==> src/rtl/sar_pkg.sv <==
// -----------------------------------------------------------------------------
// sar_pkg
// Shared definitions for the successive-approximation searcher:
//   - one-hot magnitude-compare result codes {A>B, A<B, A=B}
//   - FSM state encoding (2-bit)
//   - one-hot validity check for a 3-bit compare code
// -----------------------------------------------------------------------------
package sar_pkg;

    localparam logic [2:0] CMP_GT = 3'b100;
    localparam logic [2:0] CMP_LT = 3'b010;
    localparam logic [2:0] CMP_EQ = 3'b001;

    typedef enum logic [1:0] {
        ST_IDLE   = 2'd0,
        ST_SEARCH = 2'd1,
        ST_DONE   = 2'd2
    } sar_state_t;

    function automatic logic cmp_is_onehot(input logic [2:0] code);
        return (code == CMP_GT) || (code == CMP_LT) || (code == CMP_EQ);
    endfunction

endpackage

==> src/rtl/sar_search.sv <==
// -----------------------------------------------------------------------------
// sar_search
// Successive-approximation searcher. Drives a candidate onto a magnitude
// comparator's B input (target on A) and resolves the target MSB-first,
// one bit per clock, from the comparator's one-hot result.
//
// Parameters:
//   WIDTH    probe / result width, legal 2..16
//
// Ports:
//   iClk     in   1      rising-edge clock
//   iRst     in   1      asynchronous active-high reset
//   iStart   in   1      start request, sampled only in IDLE
//   iCmp     in   3      comparator result for oProbe (100 GT, 010 LT, 001 EQ)
//   oProbe   out  WIDTH  registered candidate for comparator B input
//   oBusy    out  1      high while searching
//   oDone    out  1      one-cycle pulse when oResult updates
//   oResult  out  WIDTH  resolved target, held until next completion
//   oErr     out  1      sticky: a non-one-hot iCmp was seen this search
//
// Optional build macro:
//   SAR_SEARCH_EARLY_EXIT_EN  an EQ answer finishes the search immediately
//                             with the current probe as the result.
// -----------------------------------------------------------------------------
module sar_search
    import sar_pkg::*;
#(
    parameter int WIDTH = 4
) (
    input  logic             iClk,
    input  logic             iRst,
    input  logic             iStart,
    input  logic [2:0]       iCmp,
    output logic [WIDTH-1:0] oProbe,
    output logic             oBusy,
    output logic             oDone,
    output logic [WIDTH-1:0] oResult,
    output logic             oErr
);

    localparam int IDX_W = (WIDTH > 1) ? $clog2(WIDTH) : 1;
    localparam logic [IDX_W-1:0] IDX_MSB = IDX_W'(WIDTH - 1);
    localparam logic [WIDTH-1:0] ONE     = WIDTH'(1);
    localparam logic [WIDTH-1:0] MSB_BIT = ONE << (WIDTH - 1);

    sar_state_t       r_state;
    logic [IDX_W-1:0] r_idx;
    logic [WIDTH-1:0] r_probe;
    logic             r_busy;
    logic             r_done;
    logic [WIDTH-1:0] r_result;
    logic             r_err;

    logic [WIDTH-1:0] w_bit;
    logic [WIDTH-1:0] w_trial;
    logic             w_finish;

    // Only an explicit LT answer drops the bit under test; GT, EQ and any
    // malformed code keep it.
    assign w_bit   = ONE << r_idx;
    assign w_trial = (iCmp == CMP_LT) ? (r_probe & ~w_bit) : r_probe;

`ifdef SAR_SEARCH_EARLY_EXIT_EN
    // On EQ the trial equals the probe, so the same result path serves both
    // the early exit and the last-bit exit.
    assign w_finish = (r_idx == '0) || (iCmp == CMP_EQ);
`else
    assign w_finish = (r_idx == '0);
`endif

    always_ff @(posedge iClk or posedge iRst) begin
        if (iRst) begin
            r_state  <= ST_IDLE;
            r_idx    <= IDX_MSB;
            r_probe  <= '0;
            r_busy   <= 1'b0;
            r_done   <= 1'b0;
            r_result <= '0;
            r_err    <= 1'b0;
        end else begin
            case (r_state)
                ST_IDLE: begin
                    r_done  <= 1'b0;
                    r_probe <= '0;
                    r_busy  <= 1'b0;
                    if (iStart) begin
                        r_state <= ST_SEARCH;
                        r_probe <= MSB_BIT;
                        r_idx   <= IDX_MSB;
                        r_err   <= 1'b0;
                        r_busy  <= 1'b1;
                    end
                end
                ST_SEARCH: begin
                    if (!cmp_is_onehot(iCmp)) begin
                        r_err <= 1'b1;
                    end
                    if (w_finish) begin
                        r_result <= w_trial;
                        r_probe  <= '0;
                        r_busy   <= 1'b0;
                        r_done   <= 1'b1;
                        r_state  <= ST_DONE;
                    end else begin
                        r_probe <= w_trial | (w_bit >> 1);
                        r_idx   <= r_idx - IDX_W'(1);
                    end
                end
                ST_DONE: begin
                    r_done  <= 1'b0;
                    r_idx   <= IDX_MSB;
                    r_state <= ST_IDLE;
                end
                default: begin
                    r_done  <= 1'b0;
                    r_busy  <= 1'b0;
                    r_probe <= '0;
                    r_state <= ST_IDLE;
                end
            endcase
        end
    end

    assign oProbe  = r_probe;
    assign oBusy   = r_busy;
    assign oDone   = r_done;
    assign oResult = r_result;
    assign oErr    = r_err;

endmodule

==> config.mk <==
export PLATFORM = sky130hd
export DESIGN_NAME = sar_search
export DESIGN_NICKNAME = d
export VERILOG_FILES = /design/src/rtl/sar_pkg.sv /design/src/rtl/sar_search.sv
export SDC_FILE = /design/constraint.sdc
export NUM_CORES = 1
export LEC_CHECK = 0
export ABC_AREA = 1
export CAP_MARGIN = 20
export CELL_PAD_IN_SITES_DETAIL_PLACEMENT = 2
export CELL_PAD_IN_SITES_GLOBAL_PLACEMENT = 2
export CORE_UTILIZATION = 28
export CTS_CLUSTER_DIAMETER = 50
export DETAILED_ROUTE_END_ITERATION = 6
export GPL_ROUTABILITY_DRIVEN = 1
export PLACE_DENSITY_LB_ADDON = 0.1
export SLEW_MARGIN = 20
export SYNTH_ARGS = -nofsm -noshare
export SYNTH_HDL_FRONTEND = slang
export SYNTH_SLANG_ARGS = --single-unit
==> constraint.sdc <==
create_clock -name iClk -period 1.71 [get_ports iClk]
set_clock_uncertainty 0.1 [all_clocks]
set_input_delay 0.513 -clock iClk [delete_from_list [all_inputs] [get_ports iClk]]
set_output_delay 0.513 -clock iClk [all_outputs]
set_load 0.005 [all_outputs]
==> results of run 1 <==
## logic make-up after synthesis
kind of cell / count (synthesis) / synth area share
adders and majority gates: 4 / 0.0661
buffers and inverters: 10 / 0.0496
AOI/OAI and AO/OA: 8 / 0.0529
DFF: 15 / 0.499
and+or+nand+nor: 52 / 0.332
## Yosys cell counts (all sizes together)
library cell / n
dfrtp: 13
nand2: 35
inv: 10
o21ai: 5
a21oi: 3
dfstp: 2
nor2: 8
nand3: 7
ha: 4
nand4: 2
## how the worst max path moves through the flow
stage,endpoint
after floorplan,oResult[0]
after CTS,oBusy
final,oBusy
after detailed placement,oProbe[3]
after global routing,oResult[1]
after global placement,oProbe[3]
## stage by stage
| stage | total power [mW] | area [um2] | std cells | setup WS, ps |
|---|---|---|---|---|
| 2_1_floorplan | 1.18 | 757 | 89 | 327 |
| 3_3_place_gp | 1.55 | 970 | 137 | -43.1 |
| 3_5_place_dp | 1.59 | 970 | 137 | -84.6 |
| 4_1_cts | 1.83 | 1030 | 148 | 125 |
| 5_1_grt | 1.99 | 1030 | 148 | 61.6 |
| 6_report | 1.79 | 1030 | 148 | 141 |
## tightest hold or removal path, cell delays in order (launching register included)
cell	delay (ps)
dfrtp_1	350
nand2_1	60
nand2_1	60
## cell type report
cell class / count / area share
Sequential cell: 15 / 0.365
Multi-Input combinational cell: 64 / 0.330
Timing Repair Buffer: 25 / 0.207
Inverter: 10 / 0.0363
Tap cell: 30 / 0.0363
Clock buffer: 4 / 0.0254
## registers in the layout (all words and copies together), names as in the netlist
name,cells
oDone,1
r_state,2
oProbe,4
oErr,1
r_idx,2
oResult,4
oBusy,1
## timing repair
| item | 4_1_cts | 5_1_grt |
|---|---|---|
| buffers inserted | 7 | 0 |
| endpoints found under the setup margin | 11 | 0 |
| resized for setup | 11 | 0 |
| hold buffers | 0 | 0 |
## per-layer routing
metal | GRT usage | up-vias
met4 | 0.103 | 0
met3 | 0.0339 | 4
li1 | - | 338
met1 | 0.194 | 327
met2 | 0.288 | 11
met5 | 0 | -
## power breakdown
| part | switching, mW | internal, mW | total (mW) |
|---|---|---|---|
| sequential | 0.0970 | 0.525 | 0.622 |
| clock | 0.124 | 0.0908 | 0.215 |
| combinational | 0.522 | 0.426 | 0.948 |
| total | 0.743 | 1.04 | 1.79 |
==> flow_metrics.tcl, run 1 <==
set metrics [dict create \
    tightestPinTransition_ps 215 \
    clk_latency_ps 290 \
    cp_top_family "flip-flops" \
    multiInputGateArea_um2 342 \
    finalHoldViolCount 0 \
    wl_met1_um 888 \
    whs_path_depth 2 \
    crit_path_start_kind "flop" \
    area_growth_pct 36.7 \
    synth-seq-cells 15 \
    dp_hpwl_um 1490 \
    reg2reg_slack_ps 190 \
    min_to "oErr" \
    worst_hold_path_type "reg2reg" \
    cp_slowest_cell "dfrtp_1" \
    ctsHtreeMaxLevel 1 \
    crit_chain "dlygate4sd2_1" \
    grt_pass1_vias 707 \
    fin_nets 129 \
    p_per_area_mw_per_mm2 1730 \
    slew_violations 0 \
    antenna_found_initial 0 \
    wl_per_cell_um 13.3 \
    critPathLaunch "oBusy" \
    setup_tns_ps 0 \
    rows 18 \
    path_class "reg2out" \
    cp_num_cells 1 \
    ys_seq_area_frac 0.499 \
    arrival_ps 960 \
    top_layer "met4" \
    yosys.area.top_type "dfrtp_1" \
    synthesis.area_um2 757 \
    finalCritPeriodShare 0.918 \
    power.leakage_nw 0.566 \
    worst_setup_path_end_kind "output pin" \
    vias 680 \
    fp.dieW_um 54.0 \
    crit_fanout 2 \
    synthCells 89 \
    final_common_cell "nand2_1" \
    period_minus_slack_ps 1570 \
    portBuffers 16 \
    ys_types 17 \
    fmax_ghz 0.637 \
    clockBufferDepth 2 \
    final_cell_mix "nand2_1, dfrtp_1, dlygate4sd2_1" \
    die_area_mm2 0.00292 \
    routed_wirelength_um 1960 \
    die_h_um 54.0 \
    grt_setup_unrepaired "false" \
    met3WireLength_um 55 \
    rr_endpoint "oResult[1]" \
    min_from "oErr" \
    status "completed" \
    ys_warn_count 0 \
    ios 17 \
    cts_buffers 3 \
    tritoncts "built" \
    drive_gt1_frac 0.254 \
    cp.buffers_inverters 1 \
    postSynthAreaPerCell_um2 8.51 \
    core_mm2 0.00252 \
    drtIter0Drc 9 \
    register_area_um2 378 \
    start_util 0.300 \
    fill_cells 291 \
    met2_wirelength_um 964 \
    first_pass_iters 2 \
    setup_violations 0 \
    peakVddDrop_mv 0.734 \
    maxCapViolations 0 \
    rr_worst_depth 7 \
    critical_path_required_ps 1100 \
    r2r_start "r_idx[1]" \
    route.detailed.drc 0 \
    slew_headroom 0.857 \
    ant_nets 0 \
    yosys-top-cells-area "dfrtp_1, nand2_1, dfstp_2" \
    synth_top_area_frac 0.430 \
    synth_fp_nets 99 \
    antenna_cells 0 \
    hold_ws_ps 398 \
    slowest_delay_ps 390 \
    clockRootBuffer "clkbuf_4" \
    track_usage 0.169 \
    clkTransAtPathRegs_ps 100 \
    fin_util 0.410 \
    routabilityCongestion 0.737 \
    grt_start_max_net_pins 16 \
    grt_pass1_wl_um 3310 \
    vias_per_cell 4.59 \
    clock-sinks 15 \
    globalRoute.totalOverflow 0 \
]
(Power assumes the default switching activity.)
==> run 2: changes to the inputs <==
--- a/config.mk
+++ b/config.mk
@@ -9,6 +9,7 @@
 export CAP_MARGIN = 20
 export CELL_PAD_IN_SITES_DETAIL_PLACEMENT = 2
 export CELL_PAD_IN_SITES_GLOBAL_PLACEMENT = 2
+export CORE_MARGIN = 2
 export CORE_UTILIZATION = 28
 export CTS_CLUSTER_DIAMETER = 50
 export DETAILED_ROUTE_END_ITERATION = 6
==> constraint.sdc (replaced) <==
create_clock -name iClk -period 1.8 [get_ports iClk]
set_clock_uncertainty 0.1 [all_clocks]
set_input_delay 0.54 -clock iClk [delete_from_list [all_inputs] [get_ports iClk]]
set_output_delay 0.54 -clock iClk [all_outputs]
set_load 0.005 [all_outputs]
==> run 2 against run 1 <==
First-iteration DRC count decreased by 33%. Core utilization decreased by 0.74 points. Non-clock buffer count decreased by 3. Combinational power decreased by 10%. Worst setup slack improved by 66 ps. Register-to-register slack improved by 30 ps. Critical endpoint unchanged. Largest cell class unchanged. Largest power group unchanged. Highest routed layer unchanged.
==> flow_metrics.tcl, run 2 (same netlist as run 1, synthesis figures left out) <==
set metrics [dict create \
    clockBufferDepth 2 \
    route.detailed.drc 0 \
    power.leakage_nw 0.563 \
    start_util 0.300 \
    ant_nets 0 \
    finalHoldViolCount 0 \
    rows 18 \
    cp_top_family "flip-flops" \
    clkTransAtPathRegs_ps 90 \
    fmax_ghz 0.628 \
    final_common_cell "nand2_1" \
    clockRootBuffer "clkbuf_4" \
    fin_util 0.403 \
    critical_path_required_ps 1160 \
    antenna_cells 0 \
    globalRoute.totalOverflow 0 \
    routabilityCongestion 0.736 \
    clk_latency_ps 290 \
    worst_hold_path_type "reg2reg" \
    tightestPinTransition_ps 219 \
    period_minus_slack_ps 1590 \
    drtIter0Drc 6 \
    peakVddDrop_mv 0.737 \
    slew_headroom 0.854 \
    vias_per_cell 4.69 \
    hold_ws_ps 383 \
    slowest_delay_ps 390 \
    fill_cells 302 \
    cp.buffers_inverters 1 \
    p_seq_frac 0.367 \
    arrival_ps 950 \
    track_usage 0.140 \
    routed_wirelength_um 1960 \
    fin_nets 126 \
    p_sw_mw 0.705 \
    core_mm2 0.00252 \
    path_class "reg2out" \
    sw_frac_of_total 0.423 \
    crit_path_start_kind "flop" \
    cts_buffers 3 \
    tritoncts "built" \
    slew_violations 0 \
    power.internal_mw 0.961 \
    die_area_mm2 0.00314 \
    grt_start_max_net_pins 16 \
    min_from "oResult[3]" \
    fp.dieW_um 56.0 \
    antenna_found_initial 0 \
    die_h_um 56.0 \
    portBuffers 16 \
    clock_power_share 0.121 \
    drive_gt1_frac 0.235 \
    setup_violations 0 \
    worst_setup_path_end_kind "output pin" \
    comb_power_share 0.511 \
    maxCapViolations 0 \
    finalCritPeriodShare 0.885 \
    final_cell_mix "nand2_1, dfrtp_1, dlygate4sd2_1" \
    grt_setup_unrepaired "false" \
    first_pass_iters 2 \
    grt_pass1_vias 723 \
    dp_hpwl_um 1530 \
    wl_per_cell_um 13.5 \
    p_per_area_mw_per_mm2 1640 \
    crit_fanout 2 \
    grt_pass1_wl_um 3350 \
    clock-sinks 15 \
    cp_slowest_cell "dfrtp_1" \
    r2r_start "r_idx[0]" \
    ctsHtreeMaxLevel 1 \
    cts_hold_buf 0 \
    vias 680 \
    crit_chain "dlygate4sd2_1" \
    ios 17 \
    area_growth_pct 34.2 \
    critPathLaunch "oBusy" \
    status "completed" \
]
==> run 2: cell types whose count changed in the layout (fill, tap and decap cells not counted), sizes merged <==
cell / previous run / this run
buf: 9 / 6
dlygate4sd2: 11 / 10
dlymetal6s2s: 0 / 1
==> run 2: power by group through the flow <==
stage               clock network (mW)  registers [mW]  logic [mW]
finish                           0.202           0.612       0.852
global route                     0.226           0.638       0.969
CTS                              0.219           0.615       0.882
detailed placement                   0           0.638       0.860
global placement                     0           0.627       0.826
floorplan                            0           0.620       0.500
==> run 2: through the flow <==
step | TNS [ps] | total power [mW] | cells | worst slack [ps] | instance area, um2
2_1_floorplan | 0 | 1.12 | 89 | 417 | 757
3_3_place_gp | 0 | 1.45 | 136 | 20.0 | 962
3_5_place_dp | -42.9 | 1.50 | 136 | -33.4 | 962
4_1_cts | 0 | 1.72 | 145 | 1.69 | 1010
5_1_grt | 0 | 1.83 | 145 | 90.1 | 1020
6_report | 0 | 1.67 | 145 | 207 | 1020
==> run 2: final cells by class <==
class	count	area [um2]	share of cell area
Clock buffer	4	26.3	0.0259
Inverter	10	37.5	0.0369
Multi-Input combinational cell	64	342	0.336
Sequential cell	15	378	0.372
Tap cell	30	37.5	0.0369
Timing Repair Buffer	22	195	0.192
==> run 2: per-layer routing <==
layer  up-vias  track usage  wire length, um
met4         0       0.0816               55
met5         -            0                0
met1       329        0.162              917
met2        11        0.235              940
li1        335            -                -
met3         5       0.0279               43
==> run 2: what timing repair did <==
action / 4_1_cts / 5_1_grt
gates resized for setup: 10 / 1
buffers inserted: 5 / 0
pin swaps: 0 / 0
setup endpoints to repair: 11 / 1
endpoints found under the hold margin: 0 / 0
==> run 2: final timing paths <==
path	to	slack [ps]	cells after the start
worst max-delay path	oBusy	210	1
worst min-delay path	oResult[3]	380	2
worst max register to register	oResult[0]	220	7
worst min register to register	oResult[3]	380	2
max in group asynchronous	r_idx[0]	910	3
min in group asynchronous	oResult[0]	450	3
==> run 3: changes to the inputs <==
--- a/config.mk
+++ b/config.mk
@@ -9,6 +9,7 @@
 export CAP_MARGIN = 20
 export CELL_PAD_IN_SITES_DETAIL_PLACEMENT = 2
 export CELL_PAD_IN_SITES_GLOBAL_PLACEMENT = 2
+export CORE_ASPECT_RATIO = 1.1
 export CORE_MARGIN = 2
 export CORE_UTILIZATION = 28
 export CTS_CLUSTER_DIAMETER = 50
==> run 3 against run 2 <==
Worst hold slack gained 2.1 ps. Core utilization grew 2.0 points. Clock power shrank 2%. Via count grew 2.1%.
==> flow_metrics.tcl, run 3 (same netlist as run 1, synthesis figures left out) <==
set metrics [dict create \
    status "completed" \
    wl_per_cell_um 13.6 \
    p_seq_frac 0.351 \
    met2_wirelength_um 1080 \
    period_minus_slack_ps 1610 \
    cp_slowest_cell "dfstp_2" \
    clockRootBuffer "clkbuf_4" \
    area_growth_pct 42.0 \
    fin_util 0.423 \
    drive_gt1_frac 0.269 \
    routabilityCongestion 0.703 \
    clockBufferDepth 2 \
    clkTransAtPathRegs_ps 100 \
    hold_ws_ps 385 \
    final_common_cell "nand2_1" \
    route.detailed.drc 0 \
    multiInputGateArea_um2 342 \
    met3WireLength_um 54 \
    fin_nets 130 \
    setup_violations 0 \
    layout.cells.non_filler 150 \
    fp.dieW_um 53.6 \
    crit_path_start_kind "flop" \
    antenna_found_initial 0 \
    power.internal_mw 1.02 \
    ctsHtreeMaxLevel 1 \
    power.leakage_nw 0.658 \
    cts_hold_buf 0 \
    dp_hpwl_um 1510 \
    clock-sinks 15 \
    sw_frac_of_total 0.415 \
    whs_path_depth 2 \
    setup_tns_ps 0 \
    finalHoldViolCount 0 \
    fill_cells 306 \
    rows 19 \
    crit_path_frequent_cell "inv_2" \
    critical_path_required_ps 1910 \
    finalCritPeriodShare 0.896 \
    p_sw_mw 0.727 \
    grt_start_max_net_pins 16 \
    routed_wirelength_um 2050 \
    slew_violations 0 \
    first_pass_iters 2 \
    grt_pass1_vias 703 \
    globalRoute.totalOverflow 0 \
    vias 694 \
    worst_hold_path_type "reg2reg" \
    path_class "reg2reg" \
    slowest_delay_ps 620 \
    final_cell_mix "nand2_1, dfrtp_1, buf_4" \
    worst_setup_path_end_kind "flop" \
    grt_setup_unrepaired "false" \
    wl_met1_um 877 \
    maxCapViolations 0 \
    arrival_ps 1720 \
    track_usage 0.144 \
    tightestPinTransition_ps 201 \
    register_area_um2 378 \
    ant_nets 0 \
    portBuffers 16 \
    top_layer "met4" \
    antenna_cells 0 \
    cts_buffers 3 \
    place_inst 137 \
    vias_per_cell 4.63 \
    p_per_area_mw_per_mm2 1630 \
    start_util 0.298 \
    peakVddDrop_mv 0.830 \
    core_mm2 0.00254 \
    clk_latency_ps 290 \
    grt_pass1_wl_um 3180 \
    clock_power_share 0.113 \
    rr_worst_depth 7 \
    final_area_mm2 0.00107 \
    ios 17 \
    crit_chain "inv_1, ha_1, inv_2, nor2_4, inv_2, nand2_1, o21ai_1" \
    crit_fanout 7 \
    slew_headroom 0.866 \
    postPlaceCellArea_um2 963 \
    fmax_ghz 0.620 \
    tritoncts "built" \
    die_h_um 58.5 \
    drtIter0Drc 1 \
    die_area_mm2 0.00314 \
    comb_power_share 0.535 \
]
run 3: power groups by stage:
stage / logic [mW] / registers, mW / clock network (mW)
after floorplan: 0.500 / 0.620 / 0
after global placement: 0.826 / 0.628 / 0
after detailed placement: 0.860 / 0.637 / 0
after CTS: 0.904 / 0.617 / 0.208
after global routing: 1.07 / 0.633 / 0.223
final: 0.936 / 0.614 / 0.198
run 3: cell type report:
cell class,instances,share of cell area
Clock buffer,3,0.0210
Tap cell,31,0.0361
Sequential cell,15,0.352
Timing Repair Buffer,26,0.234
Multi-Input combinational cell,64,0.318
Inverter,10,0.0349
Clock inverter,1,0.00466
run 3: routing by layer:
metal,up-vias,global-route usage
li1,344,-
met2,9,0.245
met5,-,0
met4,0,0.0769
met3,4,0.0228
met1,337,0.169
run 3: through the flow:
step | worst slack (ps) | total power [mW]
2_1_floorplan | 417 | 1.12
3_3_place_gp | 16.8 | 1.45
3_5_place_dp | -22.7 | 1.50
4_1_cts | 0.934 | 1.73
5_1_grt | 94.9 | 1.92
6_report | 187 | 1.75
run 3: final timing paths:
kind,from,end,slack [ps]
min in group asynchronous,iRst,oProbe[2],450
hold / removal,oResult[3],oResult[3],390
setup reg to reg,r_idx[0],oResult[2],190
hold reg to reg,oResult[3],oResult[3],390
setup / recovery,r_idx[0],oResult[2],190
max in group asynchronous,iRst,r_idx[0],910
run 3: what timing repair did:
| action | CTS | global route |
|---|---|---|
| endpoints found under the setup margin | 5 | 8 |
| pin swaps | 0 | 0 |
| gates resized for setup | 3 | 8 |
| cloned | 0 | 0 |
| setup buffers | 4 | 5 |
run 3: critical path, delay by kind of cell (launching register included):
| kind | cells | cell delay, ps |
|---|---|---|
| AND/OR/NAND/NOR | 2 | 140 |
| AO/OA/AOI/OAI | 1 | 90 |
| flip-flops | 1 | 620 |
| buffers and inverters | 3 | 330 |
| adder cells (fa/ha/maj) | 1 | 270 |
